--- src/rtl/uart_pkg.sv ---
// rtl/uart_pkg.sv - shared constants and state encoding for the UART command bridge
package uart_pkg;

  localparam logic [7:0] OP_WR         = 8'h57;
  localparam logic [7:0] OP_RD         = 8'h52;
  localparam logic [7:0] ACK_DEF       = 8'h06;
  localparam logic [7:0] NAK_DEF       = 8'h15;
  localparam int         DIV_DEF       = 208;
  localparam int         TO_CYCLES_DEF = 240000;

  typedef enum logic [3:0] {
    ST_IDLE,
    ST_W_ADDR,
    ST_R_ADDR,
    ST_W_DATA,
    ST_RD,
    ST_RD_WAIT,
    ST_SEND,
    ST_WAIT_HI,
    ST_WAIT_LO
  } state_t;

  function automatic logic addr_in_range(input logic [7:0] b, input int aw);
    return (b >> aw) == 8'd0;
  endfunction

endpackage

--- src/rtl/uart_tx_hs.sv ---
// rtl/uart_tx_hs.sv - start/busy handshake toward the UART transmitter
module uart_tx_hs
  import uart_pkg::*;
(
  input  logic       clk,
  input  logic       rst,
  input  logic       send,
  input  logic [7:0] send_byte,
  output logic       done,
  output logic [7:0] tx_data,
  output logic       tx_start,
  input  logic       tx_busy
);

  state_t state_q, state_d;

  always_ff @(posedge clk or negedge rst) begin
    if (!rst) begin
      state_q <= ST_IDLE;
      tx_data <= 8'hFF;
    end else begin
      state_q <= state_d;
      if (send && state_q == ST_IDLE) tx_data <= send_byte;
    end
  end

  always_comb begin
    state_d = state_q;
    case (state_q)
      ST_IDLE:    if (send)     state_d = ST_SEND;
      ST_SEND:    if (!tx_busy) state_d = ST_WAIT_HI;
      ST_WAIT_HI: if (tx_busy)  state_d = ST_WAIT_LO;
      ST_WAIT_LO: if (!tx_busy) state_d = ST_IDLE;
      default:                  state_d = ST_IDLE;
    endcase
  end

  // tx_start waits out a transmitter that is still busy with an earlier byte
  always_comb begin
    tx_start = (state_q == ST_SEND) && !tx_busy;
    done     = (state_q == ST_WAIT_LO) && !tx_busy;
  end

endmodule

--- src/rtl/uart_cmd_bridge.sv ---
// rtl/uart_cmd_bridge.sv - UART byte command decoder driving an 8-bit register bank
module uart_cmd_bridge
  import uart_pkg::*;
#(
  parameter int         AW        = 4,
  parameter int         TO_CYCLES = TO_CYCLES_DEF,
  parameter logic [7:0] ACK       = ACK_DEF,
  parameter logic [7:0] NAK       = NAK_DEF
) (
  input  logic          clk,
  input  logic          rst,
  input  logic [7:0]    rx_data,
  input  logic          rx_ready,
  output logic [7:0]    tx_data,
  output logic          tx_start,
  input  logic          tx_busy,
  output logic [AW-1:0] reg_addr,
  output logic [7:0]    reg_wdata,
  output logic          reg_we,
  output logic          reg_re,
  input  logic [7:0]    reg_rdata,
  output logic [7:0]    err_cnt
);

  localparam logic [17:0] TO_LAST = 18'(TO_CYCLES - 1);

  state_t      state_q, state_d;
  logic        rx_ready_q, rx_ev, in_range, addr_ok;
  logic [17:0] to_cnt;
  logic        timed, to_hit;
  logic        send, hs_done, err_inc, we_set;
  logic [7:0]  send_byte;

  assign rx_ev    = rx_ready & ~rx_ready_q;
  assign in_range = addr_in_range(rx_data, AW);
  assign timed    = (state_q == ST_W_ADDR) || (state_q == ST_R_ADDR) || (state_q == ST_W_DATA);
  assign to_hit   = timed && !rx_ev && (to_cnt == TO_LAST);

  always_ff @(posedge clk or negedge rst) begin
    if (!rst) state_q <= ST_IDLE;
    else      state_q <= state_d;
  end

  always_comb begin
    state_d = state_q;
    case (state_q)
      ST_IDLE:
        if (rx_ev) begin
          if (rx_data == OP_WR)      state_d = ST_W_ADDR;
          else if (rx_data == OP_RD) state_d = ST_R_ADDR;
          else                       state_d = ST_SEND;
        end
      ST_W_ADDR:  if (rx_ev) state_d = ST_W_DATA;
                  else if (to_hit) state_d = ST_IDLE;
      ST_R_ADDR:  if (rx_ev) state_d = in_range ? ST_RD : ST_SEND;
                  else if (to_hit) state_d = ST_IDLE;
      ST_W_DATA:  if (rx_ev) state_d = ST_SEND;
                  else if (to_hit) state_d = ST_IDLE;
      ST_RD:      state_d = ST_RD_WAIT;
      ST_RD_WAIT: state_d = ST_SEND;
      ST_SEND:    if (hs_done) state_d = ST_IDLE;
      default:    state_d = ST_IDLE;
    endcase
  end

  // ST_SEND here covers the whole handshake; bytes arriving then are overruns
  always_comb begin
    send      = 1'b0;
    send_byte = NAK;
    err_inc   = 1'b0;
    we_set    = 1'b0;
    reg_re    = (state_q == ST_RD);
    case (state_q)
      ST_IDLE:
        if (rx_ev && rx_data != OP_WR && rx_data != OP_RD) begin
          send    = 1'b1;
          err_inc = 1'b1;
        end
      ST_W_ADDR:  err_inc = to_hit;
      ST_R_ADDR:
        if (rx_ev && !in_range) begin
          send    = 1'b1;
          err_inc = 1'b1;
        end else begin
          err_inc = to_hit;
        end
      ST_W_DATA:
        if (rx_ev) begin
          send = 1'b1;
          if (addr_ok) begin
            send_byte = ACK;
            we_set    = 1'b1;
          end else begin
            err_inc = 1'b1;
          end
        end else begin
          err_inc = to_hit;
        end
      ST_RD:      err_inc = rx_ev;
      ST_RD_WAIT: begin
        send      = 1'b1;
        send_byte = reg_rdata;
        err_inc   = rx_ev;
      end
      ST_SEND:    err_inc = rx_ev;
      default:    err_inc = 1'b0;
    endcase
  end

  always_ff @(posedge clk or negedge rst) begin
    if (!rst) begin
      rx_ready_q <= 1'b1;
      reg_addr   <= '0;
      reg_wdata  <= 8'h00;
      reg_we     <= 1'b0;
      addr_ok    <= 1'b0;
      err_cnt    <= 8'h00;
      to_cnt     <= '0;
    end else begin
      rx_ready_q <= rx_ready;
      reg_we     <= we_set;
      if (rx_ev && (state_q == ST_W_ADDR || (state_q == ST_R_ADDR && in_range)))
        reg_addr <= rx_data[AW-1:0];
      if (rx_ev && state_q == ST_W_ADDR) addr_ok <= in_range;
      if (we_set) reg_wdata <= rx_data;
      if (err_inc && err_cnt != 8'hFF) err_cnt <= err_cnt + 8'd1;
      to_cnt <= (rx_ev || !timed) ? '0 : to_cnt + 18'd1;
    end
  end

  uart_tx_hs u_tx_hs (
    .clk       (clk),
    .rst       (rst),
    .send      (send),
    .send_byte (send_byte),
    .done      (hs_done),
    .tx_data   (tx_data),
    .tx_start  (tx_start),
    .tx_busy   (tx_busy)
  );

endmodule

--- config.mk ---
export PLATFORM = sky130hd
export DESIGN_NAME = uart_cmd_bridge
export DESIGN_NICKNAME = d
export VERILOG_FILES = /design/src/rtl/uart_pkg.sv /design/src/rtl/uart_tx_hs.sv /design/src/rtl/uart_cmd_bridge.sv
export SDC_FILE = /design/constraint.sdc
export NUM_CORES = 1
export LEC_CHECK = 0
export CAP_MARGIN = 25
export CORE_MARGIN = 2
export CORE_UTILIZATION = 52
export DETAILED_ROUTE_END_ITERATION = 7
export PLACE_DENSITY = 0.87
export SYNTH_ARGS = -nofsm -noshare
export SYNTH_HDL_FRONTEND = slang
export SYNTH_SLANG_ARGS = --single-unit
--- constraint.sdc ---
create_clock -name clk -period 2.2 [get_ports clk]
set_input_delay 0.44 -clock clk [delete_from_list [all_inputs] [get_ports clk]]
set_output_delay 0.44 -clock clk [all_outputs]
set_load 0.005 [all_outputs]
======== After elaboration in Yosys (flattened, before gate mapping) ========
Index checks and enable logic that the tools add are counted.
word-level totals
  register bits after elaboration ......... 57
operators by class
  reduce and logical (&&, ||, !) cells .... 26
  equality and inequality tests ........... 21
  add/sub/neg operators ................... 2
  bitwise gates (word level) .............. 2
  muxes and demuxes ....................... 30
operator list
  operator                                                count
  2-to-1 mux 4 bit                                        10
  one-hot mux 4 bit (7 select lines)                      1
  equality test 4 x 3 -> 1 bit (second input constant)    5
  adder 18 x 1 -> 18 bit (second input constant)          1
  equality test 18 bit (second input constant)            1
  2-to-1 mux 18 bit                                       1
  equality test 8 x 7 -> 1 bit (second input constant)    2
  inequality test 8 x 7 -> 1 bit (second input constant)  2
  one-hot mux 4 bit (4 select lines)                      1
  one-hot mux 8 bit (2 select lines)                      1
  logical AND 1 bit                                       12
  2-to-1 mux 5 bit                                        2
  inequality test 2 bit (second input constant)           5
  2-to-1 mux 1 bit                                        9
  adder 8 x 1 -> 8 bit (second input constant)            1
  equality test 4 x 2 -> 1 bit (second input constant)    2
  logical NOT 4 bit                                       2
  logical NOT 8 bit                                       1
  inequality test 8 bit (second input constant)           1
  2-to-1 mux 3 bit                                        2
  one-hot mux 1 bit (5 select lines)                      1
  equality test 4 x 1 -> 1 bit (second input constant)    1
  equality test 4 bit (second input constant)             1
  logical NOT 1 bit                                       4
  9 further kinds                                         12

======== Logic depth before layout (Yosys ltp) ========
Gate-level depths: netlist of run 1.
  depth in word-level cells ............... 8
  gate-level depth with buffers ........... 7
  mapped depth without buffers ............ 5

======== By module ========
A second synthesis of run 1 with hierarchy kept.
unflattened totals
  cell total of the unflattened synthesis .. 267
  area total of the unflattened synthesis .. 2768.9 µm²
by module, submodules not included
  module           area each (µm²)  cells an instance  times used
  uart_cmd_bridge  2299.7           237                1
  uart_tx_hs       469.2            30                 1

======== Worst setup path after synthesis of run 1 ========
Ideal clock, no wire load.
  path kind ............................... input port to flip-flop
  from .................................... in rx_data[5]
  to ...................................... reg err_cnt[1]
  cell stages on the path ................. 5
  data arrival time ....................... 1.911 ns
  data required time ...................... 2.075 ns
  library setup time ...................... 0.125 ns
  path slack .............................. 0.164 ns
  cells stage by stage .................... or4_1 a211oi_2 o32ai_4 o21ai_2 mux2_4
between the ends
  longest elaborated chain between the ends .. 6
  elaborated cells between the ends (all ways) .. 11
  classes of those cells .................. eq/ne: 2; mux: 3; reduce/logical: 6
RTL lines
  what                                                                 RTL line                                      text
  start, declared                                                      uart_cmd_bridge.sv:12                         input logic [7:0] rx_data,
  inequality test 8 x 7 -> 1 bit or logical NOT 8 bit (tied branches)  uart_cmd_bridge.sv:75, uart_pkg.sv:24
  logical AND 1 bit or logical NOT 1 bit (tied branches)               uart_cmd_bridge.sv:75, uart_cmd_bridge.sv:81
  logical AND 1 bit (on tied branches)                                 uart_cmd_bridge.sv:75, uart_cmd_bridge.sv:81
  2-to-1 mux 1 bit (on tied branches)                                  uart_cmd_bridge.sv:75, uart_cmd_bridge.sv:81
  one-hot mux 1 bit (5 select lines) (*)                               uart_cmd_bridge.sv:73                         case (state_q)
  logical AND 1 bit (*)                                                uart_cmd_bridge.sv:126                        if (err_inc && err_cnt != 8'hFF) err_cnt <= err_cnt + 8'd1;
  end signal, assigned                                                 uart_cmd_bridge.sv:126
  end, declared                                                        uart_cmd_bridge.sv:22                         output logic [7:0] err_cnt
Mark *: on every way between the ends. The rest lies on a longest branch, timed or not.
A chain may end at the register's enable or synchronous reset.

======== Worst setup path after layout of run 1 ========
  from .................................... in rx_data[5]
  to ...................................... reg err_cnt[6]
Same word-level chain as after synthesis.

==> impl_metrics.py, run 1 <==
metrics = {
    "timing": {
        "fmax_mhz": 462,
        "clock-skew-final_ps": 3.50,
        "rsz0062_at_grt": "yes",
        "fin_crit_ps": 2160,
        "period_share": 0.983,
        "finalHoldViolCount": 0,
        "setup-violations-final": 0,
        "drv_slew": 0,
    },
    "synth": {
        "synth_cell_types": 52,
        "yosysSeqAreaShare": 0.515,
        "synth-seq-cells": 56,
        "syn_area_per_cell_um2": 10.9,
        "synth_ff_type": "dfrtp_1",
        "synthCells": 251,
        "synth_edf_count": 0,
        "netlist_area_um2": 2740,
        "yosysWarnings": 0,
        "synthArstFlopShare": 1.00,
        "synthesis.nets": 273,
    },
    "clock_tree": {
        "path_clk_slew_ps": 100,
        "cts_tree": "yes",
        "htree_num_levels": 2,
        "clk_latency_ps": 310,
        "cts_sinks": 56,
        "cts_buffers": 5,
        "cts-root-buf": "clkbuf_8",
        "cts_buffer_depth": 2,
    },
    "detailed_routing": {
        "drt_iter0_drc": 94,
        "vias": 2163,
        "viasPerCell": 5.41,
        "drt-total-wl_um": 5970,
        "ant_nets": 0,
        "routedWlPerCell_um": 14.9,
        "first_pass_iters": 4,
        "drc_errors": 0,
    },
    "placed_design": {
        "dp_cells": 391,
        "post-dp-hpwl_um": 4450,
        "gp_congestion": 0.850,
        "portBuffers": 50,
    },
    "run": {
        "max-cap-violations": 0,
    },
    "pwr": {
        "power_mw": 3.28,
        "leakage_nw": 1.58,
        "ir_drop_mv": 0.563,
        "cellPowerDensity_nw_per_um2": 898,
    },
    "cells_and_area": {
        "ff_latch_area_um2": 1410,
        "syn2layout_area_growth_pct": 33.0,
        "drive_gt1_frac": 0.230,
        "layout.cells.most_common": "clkdlybuf4s50_1",
        "final_nets": 351,
        "multi_input_area_um2": 1280,
        "nFillCells": 380,
        "antenna_cells": 0,
        "final_cells": 400,
        "final_cell_mix": "clkdlybuf4s50_1 (48), dfrtp_1 (46), nor2_1 (37)",
    },
    "floorplanning": {
        "fp.dieW_um": 76.6,
        "pin_count": 51,
        "fp-row-count": 26,
        "fp.dieH_um": 76.6,
        "dieArea_um2": 5870,
        "coreArea_um2": 5110,
        "initial_core_util": 0.537,
    },
    "global_routing": {
        "grt_max_degree": 29,
        "globalRouteTotalUtil": 0.216,
        "grt_first_pass_wirelength_um": 10300,
        "overflow": 0,
        "grt_pass1_vias": 2231,
        "grt_antenna_before_repair": 0,
    },
    "setup_path": {
        "cp-start-kind": "input port",
        "crit_path_max_fanout": 6,
        "arrival_ps": 2400,
        "cp-end-kind": "register",
        "cp.required_ps": 2440,
        "worstSetupPathType": "in -> reg",
    },
    "outcome": {
        "status": "complete, no violations",
    },
    "worst_hold_path": {
        "hold_class": "in -> async",
    },
}
[through the flow]
step	setup WS (ps)	hold WS, ps	area [um^2]	util	TNS [ps]
floorplan	164	144	2740	-	0
global placement	-266	349	3500	0.686	-4690
detailed placement	-300	354	3500	0.686	-5150
CTS	14.9	12.0	3620	0.709	0
global route	-22.7	15.3	3650	0.714	-39.4
finish	36.5	11.6	3650	0.714	0
[synthesized netlist by cell type (all sizes together) (3+ instances only)]
| master | n | area [um^2] |
|---|---|---|
| nand3 | 9 | 45.0 |
| nor2 | 38 | 145 |
| a22o | 4 | 35.0 |
| a21oi | 6 | 30.0 |
| mux2 | 16 | 195 |
| nand2 | 19 | 73.8 |
| dfrtp | 47 | 1180 |
| nor4 | 6 | 52.6 |
| o211ai | 5 | 37.5 |
| xnor2 | 9 | 78.8 |
| clkbuf | 5 | 18.8 |
| o21ai | 4 | 23.8 |
| dfstp | 9 | 236 |
| nor2b | 4 | 25.0 |
| inv | 6 | 22.5 |
| and4 | 5 | 43.8 |
| nand4 | 4 | 25.0 |
| xor2 | 15 | 131 |
| and3 | 5 | 31.3 |
| buf | 3 | 27.5 |
[cell families (layout without fill, tap and decap cells)]
group	after synthesis	count (layout)	share of synthesized area
AND/OR/NAND/NOR	104	104	0.203
flip-flops	56	56	0.515
AO/OA/AOI/OAI	33	33	0.0949
XOR/XNOR	24	24	0.0766
multiplexers	17	17	0.0748
buffers and inverters	14	93	0.0251
adder cells (fa/ha/maj)	2	2	0.00912
other	1	1	0.00137
[area by class of cell]
cell class	instances	area share
clock buffer	5	0.0189
timing repair buffer	79	0.200
multi-input combinational	181	0.351
inverter	6	0.00617
sequential	56	0.388
clock inverter	3	0.0127
tap	70	0.0240
[final timing paths]
| check | end | slack, ps | cells past startpoint | from |
|---|---|---|---|---|
| max | err_cnt[6]$_DFFE_PN0P_ | 40 | 7 | rx_data[5] |
| min | reg_addr[1]$_DFFE_PN0P_ | 10 | 1 | rst |
| max reg2reg | u_tx_hs.tx_data[5]$_DFFE_PN1P_ | 180 | 6 | state_q[3]$_DFFE_PN0P_ |
| min reg2reg | err_cnt[7]$_DFFE_PN0P_ | 510 | 1 | err_cnt[7]$_DFFE_PN0P_ |
| max in group asynchronous | u_tx_hs.tx_data[2]$_DFFE_PN1P_ | 1590 | 2 | rst |
| min in group clk | u_tx_hs.state_q[0]$_DFFE_PN0P_ | 470 | 3 | tx_busy |
[metal layers]
metal | global-route usage | routed length (um) | vias to the layer above
met1 | 0.276 | 2610 | 1070
met4 | 0.0582 | 89 | 0
met3 | 0.0367 | 194 | 8
li1 | - | - | 1042
met2 | 0.381 | 3080 | 43
met5 | 0 | 0 | -
[report_power, final]
group,switching [mW],internal (mW)
sequential,0.174,1.27
clock,0.336,0.343
combinational,0.489,0.668
total,1.00,2.28
[critical path, cell delays in order]
cell             delay (ps)
clkdlybuf4s50_1         420
or4_4                   580
a211oi_4                290
o32ai_4                 130
buf_4                   180
o2111ai_1               220
xnor2_1                 150
[registers in the layout, summed over array words and instances (netlist names), 3 cells and up]
register and cells:
err_cnt 8, reg_addr 4, reg_wdata 8, state_q 4
to_cnt 18, u_tx_hs.state_q 3, u_tx_hs.tx_data 8
[what timing repair did]
item	in CTS	in global routing
hold buffers	0	0
pin swaps	0	2
endpoints found under the setup margin	1	9
setup buffers	0	1
resized for setup	1	5
(Power assumes the default switching activity.)
==> run 2, diff against run 1 <==
--- a/config.mk
+++ b/config.mk
@@ -9,7 +9,7 @@
 export CORE_MARGIN = 2
 export CORE_UTILIZATION = 52
 export DETAILED_ROUTE_END_ITERATION = 7
-export PLACE_DENSITY = 0.87
+export PLACE_DENSITY = 0.79
 export SYNTH_ARGS = -nofsm -noshare
 export SYNTH_HDL_FRONTEND = slang
 export SYNTH_SLANG_ARGS = --single-unit
==> run 2 against run 1 <==
Sequential power about the same; critical path depth down 3; total power down 2.7%; highest routed layer unchanged; via count down 0.69%; critical endpoint is now reg_re; sequential cell count unchanged; clock power down 12%; non-clock buffer count up 4; hold slack better by 490 ps; largest cell class unchanged.
==> impl_metrics.py, run 2 (same netlist as run 1, synthesis figures left out) <==
metrics = {
    "outcome": {
        "status": "complete, no violations",
    },
    "detailed_routing": {
        "ant_nets": 0,
        "viasPerCell": 5.32,
        "drt-total-wl_um": 5720,
        "vias": 2148,
        "drt_iter0_drc": 102,
        "routedWlPerCell_um": 14.2,
        "drc_errors": 0,
        "first_pass_iters": 4,
    },
    "floorplanning": {
        "initial_core_util": 0.537,
        "pin_count": 51,
        "fp.dieH_um": 76.6,
        "fp.dieW_um": 76.6,
        "fp-row-count": 26,
        "coreArea_um2": 5110,
        "dieArea_um2": 5870,
    },
    "placed_design": {
        "portBuffers": 50,
        "dp_cells": 393,
        "post-dp-hpwl_um": 4170,
        "gp_congestion": 0.914,
    },
    "timing": {
        "worst_hold_slack_ps": 497,
        "slew_headroom": 0.670,
        "period_share": 0.962,
        "finalHoldViolCount": 0,
        "setup-violations-final": 0,
        "fmax_mhz": 473,
        "fin_crit_ps": 2120,
        "setup_tns_ps": 0,
        "drv_slew": 0,
        "clock-skew-final_ps": 6.94,
        "worstMarginPinSlew_ps": 491,
    },
    "pwr": {
        "leakage_nw": 1.61,
        "ir_drop_mv": 0.637,
        "cellPowerDensity_nw_per_um2": 868,
    },
    "setup_path": {
        "crit_path_max_fanout": 6,
        "worstSetupPathType": "reg -> out",
        "cp-end-kind": "output port",
        "arrival_ps": 1680,
        "cp-start-kind": "register",
        "cp.required_ps": 1760,
    },
    "cells_and_area": {
        "syn2layout_area_growth_pct": 34.0,
        "layout.cells.most_common": "dfrtp_1",
        "nFillCells": 388,
        "largest_reg_flops": 18,
        "antenna_cells": 0,
        "regMostFlops": "to_cnt",
        "utilization": 0.720,
        "drive_gt1_frac": 0.237,
        "final_cell_mix": "dfrtp_1 (47), clkdlybuf4s50_1 (46), nor2_1 (37)",
        "final_cells": 404,
        "final_nets": 355,
    },
    "global_routing": {
        "grt_max_degree": 51,
        "globalRouteTotalUtil": 0.207,
        "overflow": 0,
        "grt_first_pass_wirelength_um": 9800,
        "grt_pass1_vias": 2137,
        "grt_antenna_before_repair": 0,
    },
    "clock_tree": {
        "clk_latency_ps": 310,
        "cts_sinks": 56,
        "cts_buffer_depth": 2,
        "htree_num_levels": 2,
        "cts-root-buf": "clkbuf_8",
        "path_clk_slew_ps": 90,
        "cts_buffers": 5,
        "cts_tree": "yes",
    },
    "run": {
        "max-cap-violations": 0,
    },
    "worst_hold_path": {
        "hold_class": "in -> async",
    },
}
-- run 2: cell count changes in the layout (fill, tap and decap cells not counted), sizes merged --
cell,change
clkdlybuf4s50,-2
inv,-1
clkbuf,+3
buf,+3
dlygate4sd3,+1
clkinvlp,-1
bufinv,-1
dlymetal6s2s,+2
-- run 2: where the power goes --
group / switching (mW) / total [mW] / internal (mW) / leakage [nW]
clock network: 0.313 / 0.600 / 0.288 / 0.0515
registers: 0.174 / 1.44 / 1.27 / 0.725
logic: 0.478 / 1.15 / 0.671 / 0.835
-- run 2: stage by stage --
stage / setup WS, ps / power (mW) / area, um^2
3_3_place_gp: -266 / 2.54 / 3520
6_report: 84.0 / 3.19 / 3670
4_1_cts: 8.77 / 3.18 / 3630
5_1_grt: -0.591 / 3.39 / 3670
3_5_place_dp: -292 / 2.56 / 3520
2_1_floorplan: 164 / 1.99 / 2740
-- run 2: worst paths after layout --
kind,startpoint,endpoint,slack [ps],depth (start not counted)
setup / recovery,state_q[3]$_DFFE_PN0P_,reg_re,80,4
hold / removal,rst,reg_wdata[3]$_DFFE_PN0P_,500,2
setup reg to reg,state_q[2]$_DFFE_PN0P_,reg_wdata[5]$_DFFE_PN0P_,260,5
hold reg to reg,err_cnt[5]$_DFFE_PN0P_,err_cnt[5]$_DFFE_PN0P_,500,1
max in group asynchronous,rst,u_tx_hs.tx_data[0]$_DFFE_PN1P_,1150,3
min in group clk,err_cnt[5]$_DFFE_PN0P_,err_cnt[5]$_DFFE_PN0P_,500,1
-- run 2: final cells by class --
class	instances	area, um^2	share of cell area
well taps	70	87.6	0.0238
inverters	6	22.5	0.00613
clock buffers	8	100	0.0272
flip-flops and latches	56	1410	0.384
multi-input cells	181	1280	0.349
repair buffers	83	769	0.209
-- run 2: what timing repair did --
item,CTS,global route
gates resized for setup,1,8
setup buffers,0,2
hold endpoints to repair,6,0
pin swaps,0,6
setup endpoints to repair,1,9
hold buffers,1,0
-- run 2: per-layer routing --
metal / up-vias / global-route usage / wire length (um)
met5: - / 0 / 0
met4: 0 / 0.0782 / 101
met3: 10 / 0.0521 / 215
met2: 46 / 0.336 / 2770
met1: 1039 / 0.269 / 2630
li1: 1053 / - / -
-- run 2: critical path, cell delays in order (launching register included) --
cell,delay (ps)
dfrtp_1,380
buf_4,150
nand2b_2,210
nor2_1,120
clkdlybuf4s50_1,520
